==> config.mk <==
export PLATFORM = sky130hd
export DESIGN_NAME = unidade_controle_multiciclo
export DESIGN_NICKNAME = d
export VERILOG_FILES = /design/src/rtl/unidade_controle_multiciclo.sv
export SDC_FILE = /design/constraint.sdc
export NUM_CORES = 1
export LEC_CHECK = 0
export ABC_AREA = 1
export BUFFER_PORTS_ARGS = -buffer_cell sky130_fd_sc_hd__buf_4
export CAP_MARGIN = 15
export CORE_UTILIZATION = 38
export CTS_CLUSTER_SIZE = 30
export DETAILED_ROUTE_END_ITERATION = 8
export HOLD_SLACK_MARGIN = 0.15
export PLACE_DENSITY = 0.93
export SLEW_MARGIN = 20
export SYNTH_ARGS = -nofsm -noshare
export SYNTH_HDL_FRONTEND = slang
export SYNTH_SLANG_ARGS = --single-unit
==> constraint.sdc <==
create_clock -name clk -period 1.51 [get_ports clk]
set_clock_uncertainty 0.1 [all_clocks]
set_input_delay 0.302 -clock clk [delete_from_list [all_inputs] [get_ports clk]]
set_output_delay 0.302 -clock clk [all_outputs]
set_load 0.1 [all_outputs]
==> src/rtl/unidade_controle_multiciclo.sv <==
// -----------------------------------------------------------------------------
// unidade_controle_multiciclo
//
// Multi-cycle control unit for the single-cycle RISC-V datapath
// (parte_operativa). It decodes opcode/funct3/funct7 into the datapath control
// bus. A 3-state sequencer (FETCH -> EXEC -> WB) makes every architectural
// write (PC, register file, data memory) happen on exactly one clock edge per
// instruction. Unsupported encodings and ECALL park the unit in a halt state.
//
// Supported instructions: ADD, SUB, ADDI, LW, SW, ECALL (clean halt).
//
// Ports
//   clk          system clock, rising edge
//   reset        asynchronous, active-high; returns to FETCH, clears status
//                and counters
//   run          level enable, sampled only in FETCH
//   opcode       instruction[6:0]
//   funct3       instruction[14:12]
//   funct7       instruction[31:25]
//   PCWrite      PC update enable (WB only)
//   MemWrite     data memory write enable (WB only, SW)
//   RegWrite     register file write enable (WB only, ADD/SUB/ADDI/LW)
//   ALUSrc       0 = rs2, 1 = immediate (combinational decode)
//   ResultSrc    00 = ALU, 01 = memory (combinational decode)
//   ALUControl   0000 = ADD, 0001 = SUB (combinational decode)
//   halted       sticky, set when the halt state is entered
//   illegal      sticky, set when the halt came from an unsupported encoding
//   instr_count  retired instruction count
//   cycle_count  cycles spent outside the halt state
//
// Configuration
//   CTRL_PERF_COUNTERS_EN  when defined, instr_count/cycle_count are real
//                          32-bit wrapping counters; otherwise both outputs
//                          are tied to zero and no counter flops exist.
// -----------------------------------------------------------------------------
module unidade_controle_multiciclo (
    input  logic        clk,
    input  logic        reset,
    input  logic        run,
    input  logic [6:0]  opcode,
    input  logic [2:0]  funct3,
    input  logic [6:0]  funct7,
    output logic        PCWrite,
    output logic        MemWrite,
    output logic        RegWrite,
    output logic        ALUSrc,
    output logic [1:0]  ResultSrc,
    output logic [3:0]  ALUControl,
    output logic        halted,
    output logic        illegal,
    output logic [31:0] instr_count,
    output logic [31:0] cycle_count
);

    localparam logic [6:0] OP_RTYPE  = 7'b0110011;
    localparam logic [6:0] OP_IMM    = 7'b0010011;
    localparam logic [6:0] OP_LOAD   = 7'b0000011;
    localparam logic [6:0] OP_STORE  = 7'b0100011;
    localparam logic [6:0] OP_SYSTEM = 7'b1110011;

    localparam logic [2:0] F3_ADD    = 3'b000;
    localparam logic [2:0] F3_WORD   = 3'b010;
    localparam logic [6:0] F7_ADD    = 7'b0000000;
    localparam logic [6:0] F7_SUB    = 7'b0100000;

    localparam logic [3:0] ALU_ADD   = 4'b0000;
    localparam logic [3:0] ALU_SUB   = 4'b0001;
    localparam logic [1:0] RES_ALU   = 2'b00;
    localparam logic [1:0] RES_MEM   = 2'b01;

    typedef enum logic [1:0] {
        S_FETCH = 2'b00,
        S_EXEC  = 2'b01,
        S_WB    = 2'b10,
        S_HALT  = 2'b11
    } state_t;

    state_t state;
    state_t state_next;

    // Decode results, independent of the sequencer state.
    logic dec_legal;      // supported, non-halting instruction
    logic dec_ecall;      // clean halt request
    logic dec_reg_write;  // instruction writes rd
    logic dec_mem_write;  // instruction writes data memory

    // ------------------------------------------------------------------
    // Instruction decode. Anything not matched leaves dec_legal at 0 and
    // the datapath controls at their neutral ADD/rs2/ALU values.
    // ------------------------------------------------------------------
    always_comb begin
        dec_legal     = 1'b0;
        dec_ecall     = 1'b0;
        dec_reg_write = 1'b0;
        dec_mem_write = 1'b0;
        ALUSrc        = 1'b0;
        ResultSrc     = RES_ALU;
        ALUControl    = ALU_ADD;

        case (opcode)
            OP_RTYPE: begin
                if (funct3 == F3_ADD) begin
                    if (funct7 == F7_ADD) begin
                        dec_legal     = 1'b1;
                        dec_reg_write = 1'b1;
                    end else if (funct7 == F7_SUB) begin
                        dec_legal     = 1'b1;
                        dec_reg_write = 1'b1;
                        ALUControl    = ALU_SUB;
                    end
                end
            end
            OP_IMM: begin
                if (funct3 == F3_ADD) begin
                    dec_legal     = 1'b1;
                    dec_reg_write = 1'b1;
                    ALUSrc        = 1'b1;
                end
            end
            OP_LOAD: begin
                if (funct3 == F3_WORD) begin
                    dec_legal     = 1'b1;
                    dec_reg_write = 1'b1;
                    ALUSrc        = 1'b1;
                    ResultSrc     = RES_MEM;
                end
            end
            OP_STORE: begin
                if (funct3 == F3_WORD) begin
                    dec_legal     = 1'b1;
                    dec_mem_write = 1'b1;
                    ALUSrc        = 1'b1;
                end
            end
            OP_SYSTEM: begin
                // Only the rest of the word beyond funct3 is ignored here,
                // so any SYSTEM/000 encoding is treated as a clean stop.
                if (funct3 == F3_ADD) begin
                    dec_ecall = 1'b1;
                end
            end
            default: ;
        endcase
    end

    // ------------------------------------------------------------------
    // Sequencer state register. Because the write enables are decoded
    // from this register, an asynchronous reset drops them immediately.
    // ------------------------------------------------------------------
    always_ff @(posedge clk or posedge reset) begin
        if (reset) begin
            state <= S_FETCH;
        end else begin
            state <= state_next;
        end
    end

    // ------------------------------------------------------------------
    // Next-state and write-enable logic. Enables exist only in WB so PC,
    // register file and memory commit together on the edge leaving WB.
    // ------------------------------------------------------------------
    always_comb begin
        state_next = state;
        PCWrite    = 1'b0;
        RegWrite   = 1'b0;
        MemWrite   = 1'b0;

        case (state)
            S_FETCH: begin
                if (run) begin
                    state_next = S_EXEC;
                end
            end
            S_EXEC: begin
                // Illegal and ECALL never reach WB, so they cannot write
                // anything nor advance the PC.
                if (dec_legal) begin
                    state_next = S_WB;
                end else begin
                    state_next = S_HALT;
                end
            end
            S_WB: begin
                PCWrite    = 1'b1;
                RegWrite   = dec_reg_write;
                MemWrite   = dec_mem_write;
                state_next = S_FETCH;
            end
            S_HALT: begin
                state_next = S_HALT;
            end
            default: begin
                state_next = S_FETCH;
            end
        endcase
    end

    // ------------------------------------------------------------------
    // Sticky halt status, captured on the edge that enters HALT.
    // ------------------------------------------------------------------
    always_ff @(posedge clk or posedge reset) begin
        if (reset) begin
            halted  <= 1'b0;
            illegal <= 1'b0;
        end else if (state == S_EXEC && !dec_legal) begin
            halted  <= 1'b1;
            illegal <= !dec_ecall;
        end
    end

`ifdef CTRL_PERF_COUNTERS_EN
    // ------------------------------------------------------------------
    // Performance counters. Both wrap silently and freeze in HALT; stalled
    // FETCH cycles count towards cycle_count.
    // ------------------------------------------------------------------
    always_ff @(posedge clk or posedge reset) begin
        if (reset) begin
            instr_count <= 32'h0;
            cycle_count <= 32'h0;
        end else begin
            if (state != S_HALT) begin
                cycle_count <= cycle_count + 32'd1;
            end
            if (state == S_WB) begin
                instr_count <= instr_count + 32'd1;
            end
        end
    end
`else
    assign instr_count = 32'h0;
    assign cycle_count = 32'h0;
`endif

endmodule

==> results of run 1 <==
area by class of cell:
cell class	instances	share of cell area [%]
multi-input cells	118	44.5
repair buffers	58	38.6
flip-flops and latches	4	6.93
inverters	16	5.82
well taps	28	2.40
clock buffers	4	1.80
where the power goes:
group          switching (W)  internal (W)  leakage [nW]  total (W)
registers         0.00000822      0.000122        0.0384   0.000130
clock network      0.0000461     0.0000992        0.0150   0.000145
logic               0.000920      0.000125         0.718    0.00105
registers in the layout, indices dropped and copies added, names as in the netlist:
register  cells
illegal       1
halted        1
state         2
layout by cell type, fill, tap and decap left out, types with 2 or more instances in the layout:
cell       n
conb_1    68
buf_4     43
nand2_1    8
buf_12     8
nor2_4     7
nor2_1     7
inv_1      6
inv_2      5
nand2_2    5
buf_6      5
nand3_1    4
nand4_1    4
nand2_4    3
nor2_2     3
clkbuf_4   3
dfrtp_1    3
nand3_4    2
a21oi_1    2
what timing repair did:
action | in CTS | in global routing
hold buffers | 1 | 0
hold endpoints to repair | 4 | 0
buffers inserted | 12 | 4
pin swaps | 12 | 8
setup endpoints to repair | 6 | 7
gates resized for setup | 34 | 5
per-stage QoR:
| stage | power (W) | setup WS, ns | utilization [%] | hold WS (ns) |
|---|---|---|---|---|
| 2_1_floorplan | 0.00115 | -0.713 | - | -0.0320 |
| 5_1_grt | 0.00137 | -0.278 | 64.3 | 0.300 |
| 3_3_place_gp | 0.00111 | -0.277 | 49.8 | 0.0900 |
| 3_5_place_dp | 0.00112 | -0.295 | 49.8 | 0.104 |
| 6_report | 0.00132 | -0.229 | 64.3 | 0.254 |
| 4_1_cts | 0.00129 | -0.216 | 61.1 | 0.235 |
cell families (layout without fill, tap and decap cells):
| family | after synthesis | in the layout | synth area share (%) |
|---|---|---|---|
| flops | 4 | 4 | 10.7 |
| other cells | 1 | 68 | 0.400 |
| simple gates | 46 | 46 | 24.9 |
| compound gates | 4 | 4 | 2.67 |
| buf+inv | 85 | 78 | 61.3 |
worst min-delay path, cell delays in order:
cell and delay [ns]:
buf_4 0.08, a21oi_1 0.06, a21oi_1 0.11
worst max path at each step:
stage	depth (start not counted)	endpoint
floorplan	3	RegWrite
global placement	8	MemWrite
detailed placement	8	MemWrite
CTS	4	MemWrite
global route	4	RegWrite
finish	3	MemWrite
layer usage:
layer / global-route usage (%) / vias to the layer above / part of all wire (%)
li1: - / 415 / -
met1: 14.8 / 407 / 32
met2: 32.5 / 62 / 59
met3: 1.75 / 6 / 6.7
met4: 7.66 / 0 / 1.8
met5: 0 / - / 0
==> flow_summary_export.csv, run 1 <==
group,metric,value,unit
route,remaining_drc_errors,0,
synth,synth-main-ff-cell,"dfrtp_1",
synth,ys_seq_elements,4,
setup_path,rrSetupSlack,0.10,ns
global_route,antenna_found_initial,0,
synth,yosys_warnings,0,
status,violations,"negative setup slack",
synth,yosys.area.top_type_share,54.4,%
clocking,clk_latency,0.24,ns
setup_path,cp.arrival,1.34,ns
setup_path,cp_max_fo,2,
min_path,min_path_type,"input pin to flip-flop",
global_route,grt_pass1_vias,804,
floorplan,dieWidth,51.7,um
setup_path,rr_startpoint,"state[0]",
final_layout,multi_input_area,651,um^2
floorplan,die_height,51.7,um
final_layout,fin_area,0.00146,mm^2
final_layout,area_growth,55.9,%
synth,ys_top_cells_by_count,"buf_4 (68), inv_1 (13), nand2_1 (12), nor2_1 (12)",
place,dp_hpwl,1.50,mm
timing,finalSetupViolations,6,
synth,ys_seq_area_share,10.7,%
clocking,clk_pin_slew_worst_paths,0.05,ns
floorplan,initial_core_util,41.2,%
timing,finalHoldViolCount,0,
timing,min_period_over_period,115,%
final_layout,antennaDiodeCount,0,
clocking,numClockSinks,4,
timing,rsz0062_at_grt,"yes",
synth,yosys.area.top_type,"buf_4",
setup_path,crit_path_end_kind,"primary output",
timing,setup-tns-final,-0.874,ns
floorplan,dieArea,0.00267,mm^2
clocking,tritoncts,"yes",
setup_path,criticalPathCategory,"flip-flop to primary output",
power,power_density,903,mW/mm^2
timing,clock.fmax,575,MHz
setup_path,path_cells,"buf_12 > nor4_4 > buf_6",
min_path,min_delay_path_depth,3,
status,outcome,"finished, violations left",
global_route,grt_overflow_total,0,
clocking,cts_max_level,1,
floorplan,placementRows,17,
route,dr.pass1.iters,4,
power,peakVddDrop,0.000702,V
clocking,cts_made_buffers,3,
synth,ys_types,20,
place,place_inst,207,
setup_path,slowest_stage,"dfrtp_2",
route,num_vias,890,
setup_path,startpoint_type,"flip-flop",
floorplan,io_pins,96,
final_layout,layout.cells.non_filler,228,
setup_path,setup.worst_path.start,"state[0]",
min_path,whs_endpoint,"state[0]",
timing,maxSlewViolCount,0,
floorplan,fp.coreArea,0.00228,mm^2
setup_path,path_buf_inv,2,
clocking,cts_root_buf,"clkbuf_4",
synth,synthCells,140,
timing,setup_slack,-0.229,ns
setup_path,max_stage_delay,0.43,ns
timing,fin_crit,1.74,ns
route,drt-initial-drc-count,6,
setup_path,required,1.11,ns
synth,synth-async-reset-ratio,100,%
global_route,grt_usage,15.7,%
synth,syn_area_per_cell,6.70,um^2
setup_path,ff2ff_path_depth,7,
setup_path,r2r-end,"illegal",
final_layout,drive_gt1_share,47.5,%
place,portBuffers,27,
power,power_leakage,0.772,nW
final_layout,fill_cells,166,
synth,synth_most_common_cell,"buf_4",
global_route,grt_first_pass_wirelength,3.18,mm
route,via_per_inst,3.90,
place,gp_congestion,0.792,
global_route,grt_max_degree,6,
place,place_area,0.00113,mm^2
final_layout,regArea,101,um^2
synth,synth-edff-count,0,
synth,syn_area,938,um^2
clocking,clockBufferDepth,2,
route,ant_nets,0,
synth,yosys-top-cells-area,"buf_4 (54%), dfrtp_1 (11%), inv_1 (5.2%)",
final_layout,final_nets,221,
setup_path,path_delay_family,"flip-flops",
job,drv_cap,0,
route,drt-total-wl,2.15,mm
route,wl_per_cell,9.44,um
min_path,min_from,"run",
(Power assumes the default switching activity.)
==> run 2: changes to the inputs <==
--- a/config.mk
+++ b/config.mk
@@ -9,9 +9,10 @@
 export BUFFER_PORTS_ARGS = -buffer_cell sky130_fd_sc_hd__buf_4
 export CAP_MARGIN = 15
-export CORE_UTILIZATION = 38
+export CORE_UTILIZATION = 39
+export CTS_BUF_LIST = sky130_fd_sc_hd__clkbuf_4 sky130_fd_sc_hd__clkbuf_8
 export CTS_CLUSTER_SIZE = 30
 export DETAILED_ROUTE_END_ITERATION = 8
 export HOLD_SLACK_MARGIN = 0.15
-export PLACE_DENSITY = 0.93
+export PLACE_DENSITY = 0.95
 export SLEW_MARGIN = 20
 export SYNTH_ARGS = -nofsm -noshare
==> constraint.sdc (replaced) <==
create_clock -name clk -period 2 [get_ports clk]
set_clock_uncertainty 0.1 [all_clocks]
set_input_delay 0.3 -clock clk [delete_from_list [all_inputs] [get_ports clk]]
set_output_delay 0.3 -clock clk [all_outputs]
set_load 0.1 [all_outputs]
==> flow_summary_export.csv, run 2 (synthesis results as in run 1) <==
group,metric,value,unit
clocking,tritoncts,"yes",
route,dr.pass1.iters,4,
global_route,grt_first_pass_wirelength,1.97,mm
clocking,cts_max_level,1,
timing,finalHoldViolCount,0,
place,portBuffers,27,
setup_path,criticalPathCategory,"flip-flop to primary output",
final_layout,top_register,"state",
floorplan,initial_core_util,42.0,%
place,place_area,953,um^2
final_layout,area_growth,5.07,%
power,power_leakage,0.588,nW
clocking,clockBufferDepth,2,
clocking,cts_setup_buffers,0,
global_route,grt_usage,10.1,%
job,drv_cap,0,
route,drt-initial-drc-count,5,
route,met3_length,165,um
final_layout,multi_input_area,554,um^2
status,outcome,"complete, no violations",
power,power_density,926,mW/mm^2
place,dp_slack,0.228,ns
setup_path,setup.worst_path.start,"state[0]",
setup_path,max_stage_delay,0.45,ns
final_layout,fill_cells,247,
setup_path,path_delay_family,"flip-flops",
setup_path,rr_startpoint,"state[0]",
setup_path,cp_max_fo,5,
floorplan,dieWidth,51.1,um
setup_path,required,1.60,ns
clocking,cts_root_buf,"clkbuf_4",
timing,fin_crit,1.89,ns
clocking,numClockSinks,4,
final_layout,final_util,44.1,%
global_route,grt_pass1_vias,510,
setup_path,path_cells,"nor2_4 > o2111ai_1 > a31oi_4 > buf_4",
timing,hold_ws,0.254,ns
floorplan,dieArea,0.00261,mm^2
route,remaining_drc_errors,0,
setup_path,startpoint_type,"flip-flop",
timing,setup-tns-final,0,ns
floorplan,fp.coreArea,0.00223,mm^2
floorplan,io_pins,96,
setup_path,slowest_stage,"dfrtp_1",
clocking,clk_pin_slew_worst_paths,0.04,ns
timing,clock.fmax,530,MHz
setup_path,cp.arrival,1.49,ns
global_route,grt_max_degree,6,
floorplan,placementRows,17,
route,drt-total-wl,1.40,mm
timing,rsz0062_at_grt,"no",
final_layout,largest_reg_flops,2,
place,dp_hpwl,1.29,mm
route,ant_nets,0,
final_layout,final_nets,191,
final_layout,antennaDiodeCount,0,
final_layout,final_common_cell,"conb_1",
min_path,min_from,"run",
final_layout,regArea,100,um^2
clocking,cts_made_buffers,3,
route,routed-wl-met2,730,um
final_layout,fin_area,986,um^2
timing,setup_slack,0.113,ns
clocking,ctsResizeCount,0,
final_layout,reg_top3,"state (2), halted (1), illegal (1)",
timing,finalSetupViolations,0,
timing,maxSlewViolCount,0,
timing,min_period_over_period,94.3,%
setup_path,path_buf_inv,1,
floorplan,die_height,51.1,um
setup_path,crit_path_end_kind,"primary output",
clocking,clk_latency,0.23,ns
global_route,antenna_found_initial,0,
route,via_per_inst,3.63,
route,highest_layer,"met4",
route,wl_met1,483,um
final_layout,drive_gt1_share,28.4,%
power,peakVddDrop,0.000416,V
final_layout,mostFrequentLayoutCells,"conb_1 (68), buf_4 (27), inv_1 (13), nand2_1 (12), nor2_1 (10)",
clocking,hold_buffers,1,
place,gp_congestion,0.758,
global_route,grt_overflow_total,0,
route,num_vias,716,
route,wl_per_cell,7.09,um
min_path,min_path_type,"input pin to flip-flop",
==> run 2: cell count changes in the layout (fill, tap and decap cells not counted), sizes merged <==
| cell | delta |
|---|---|
| buf | -30 |
| clkbuf | -1 |
| clkinvlp | -1 |
| inv | +1 |
==> run 2: cell type report <==
cell class              instances  area share [%]
clock buffers                   3            2.28
inverters                      16            6.22
multi-input cells             118            56.2
flip-flops and latches          4            10.2
well taps                      28            3.55
repair buffers                 28            21.6
==> run 2: path summary, 6_finish.rpt <==
check                           end  slack, ns  cells after the start
max                        RegWrite       0.11                      4
min                        state[0]       0.25                      3
max reg2reg                 illegal       0.74                      5
min reg2reg                  halted       0.37                      2
max in group asynchronous    halted       1.25                      3
min in group asynchronous  state[1]       0.40                      3
==> run 2: power breakdown <==
part	switching [W]	total [W]	internal, W
logic	0.000665	0.000716	0.0000506
clock network	0.0000305	0.0000974	0.0000669
registers	0.00000809	0.0000997	0.0000916
==> run 2: metal layers <==
layer  up-vias  track usage (%)
li1        352                -
met1       307             9.45
met2        55             21.3
met3         2             1.19
met4         0             4.17
met5         -                0
==> run 2: worst register-to-register path, stage by stage (launching register included) <==
cell and delay (ns):
dfrtp_1 0.47, inv_1 0.07, nor2_1 0.19, nand4_1 0.17, nand2_1 0.09, nand2_1 0.05
==> run 2: metrics by stage <==
step / total power, W / std cells
floorplan: 0.000860 / 207
global placement: 0.000809 / 193
detailed placement: 0.000811 / 193
CTS: 0.000913 / 197
global route: 0.000946 / 197
finish: 0.000913 / 197
==> run 3: changes to the inputs <==
Settings changed: CORE_UTILIZATION 39 to 37, PLACE_DENSITY 0.95 to 0.91.
Clock period 2 ns to 1.8 ns, I/O delays scaled along.
==> flow_summary_export.csv, run 3 (synthesis results as in run 1) <==
group,metric,value,unit
timing,hold_ws,0.211,ns
floorplan,die_height,52.4,um
setup_path,crit_path_end_kind,"primary output",
setup_path,required,1.43,ns
final_layout,drive_gt1_share,30.6,%
timing,rsz0062_at_grt,"no",
global_route,antenna_found_initial,0,
timing,fin_crit,1.71,ns
route,ant_nets,0,
timing,min_period_over_period,95.1,%
clocking,clk_latency,0.24,ns
clocking,cts_max_level,1,
power,power_density,1040,mW/mm^2
floorplan,dieWidth,52.4,um
timing,finalHoldViolCount,0,
global_route,grt_first_pass_wirelength,2.01,mm
job,drv_cap,0,
status,outcome,"complete, no violations",
setup_path,cp_max_fo,5,
final_layout,mostFrequentLayoutCells,"conb_1 (68), buf_4 (26), inv_1 (12), nand2_1 (12), nor2_1 (10)",
route,remaining_drc_errors,0,
final_layout,largest_reg_flops,2,
floorplan,placementRows,17,
final_layout,final_common_cell,"conb_1",
timing,finalSetupViolations,0,
route,num_vias,704,
final_layout,top_register,"state",
power,peakVddDrop,0.000476,V
route,dr.pass1.iters,4,
floorplan,initial_core_util,40.8,%
final_layout,reg_top3,"state (2), halted (1), illegal (1)",
place,place_area,966,um^2
timing,maxSlewViolCount,0,
power,power_leakage,0.592,nW
setup_path,startpoint_type,"flip-flop",
clocking,numClockSinks,4,
place,dp_hpwl,1.32,mm
clocking,clk_pin_slew_worst_paths,0.05,ns
global_route,grt_pass1_vias,540,
floorplan,fp.coreArea,0.00230,mm^2
global_route,grt_max_degree,6,
route,drt-initial-drc-count,12,
route,via_per_inst,3.56,
setup_path,max_stage_delay,0.46,ns
place,portBuffers,27,
floorplan,io_pins,96,
clocking,cts_root_buf,"clkbuf_4",
global_route,grt_overflow_total,0,
final_layout,final_nets,191,
floorplan,dieArea,0.00274,mm^2
setup_path,slowest_stage,"dfrtp_2",
min_path,min_path_type,"input pin to flip-flop",
final_layout,antennaDiodeCount,0,
global_route,grt_usage,10.1,%
clocking,tritoncts,"yes",
final_layout,fin_area,0.00101,mm^2
setup_path,cp.arrival,1.34,ns
place,gp_congestion,0.799,
timing,setup_slack,0.0888,ns
setup_path,path_cells,"nor2_4 > o2111ai_2 > a31oi_4 > buf_6",
route,wl_per_cell,7.21,um
route,drt-total-wl,1.43,mm
place,dp_slack,0.114,ns
final_layout,area_growth,7.60,%
timing,clock.fmax,584,MHz
clocking,cts_setup_buffers,0,
clocking,clockBufferDepth,2,
setup_path,criticalPathCategory,"flip-flop to primary output",
clocking,cts_made_buffers,3,
## run 3: final timing paths
path                            startpoint  endpoint  slack [ns]  cells past startpoint
worst max-delay path              state[0]  RegWrite        0.09                      4
worst min-delay path                   run  state[0]        0.21                      3
worst max register to register    state[0]   illegal        0.59                      5
worst min register to register      halted    halted        0.37                      2
max in group asynchronous            reset   illegal        1.06                      3
min in group asynchronous            reset  state[1]        0.37                      3
## run 3: area by class of cell
cell class,count,area (um^2)
multi-input cells,118,566
clock buffers,4,30.0
repair buffers,28,216
flip-flops and latches,4,101
well taps,28,35.0
fillers,249,1290
inverters,16,61.3
## run 3: layer usage
metal  track usage [%]  vias to the layer above  wire length (um)
met5                 0                        -                 0
met4              7.46                        0                 0
met3              1.74                        0               162
met2              19.0                       53               763
met1              9.50                      298               501
li1                  -                      353                 -
## run 3: what timing repair did
action | in CTS | in global routing
setup endpoints to repair | 0 | 1
hold buffers | 1 | 0
hold endpoints to repair | 4 | 0
gates resized for setup | 0 | 1
## run 3: worst max-delay path, delay by kind of cell (launching register included)
kind | cells | cell delay, ns
flip-flops | 1 | 0.46
buffers and inverters | 1 | 0.24
AO/OA/AOI/OAI | 2 | 0.28
AND/OR/NAND/NOR | 1 | 0.11
## run 3: stage by stage
step / utilization (%) / setup TNS [ns] / total power (W) / cells
2_1_floorplan: - / -0.582 / 0.000957 / 207
3_3_place_gp: 42.0 / 0 / 0.000901 / 193
6_report: 44.0 / 0 / 0.00105 / 198
3_5_place_dp: 42.0 / 0 / 0.000905 / 193
4_1_cts: 43.8 / 0 / 0.00105 / 198
5_1_grt: 44.0 / 0 / 0.00108 / 198
## run 3: power breakdown
group | leakage [nW] | switching, W | internal (W)
logic | 0.535 | 0.000740 | 0.0000560
registers | 0.0384 | 0.00000897 | 0.000102
clock network | 0.0184 | 0.0000404 | 0.0000984
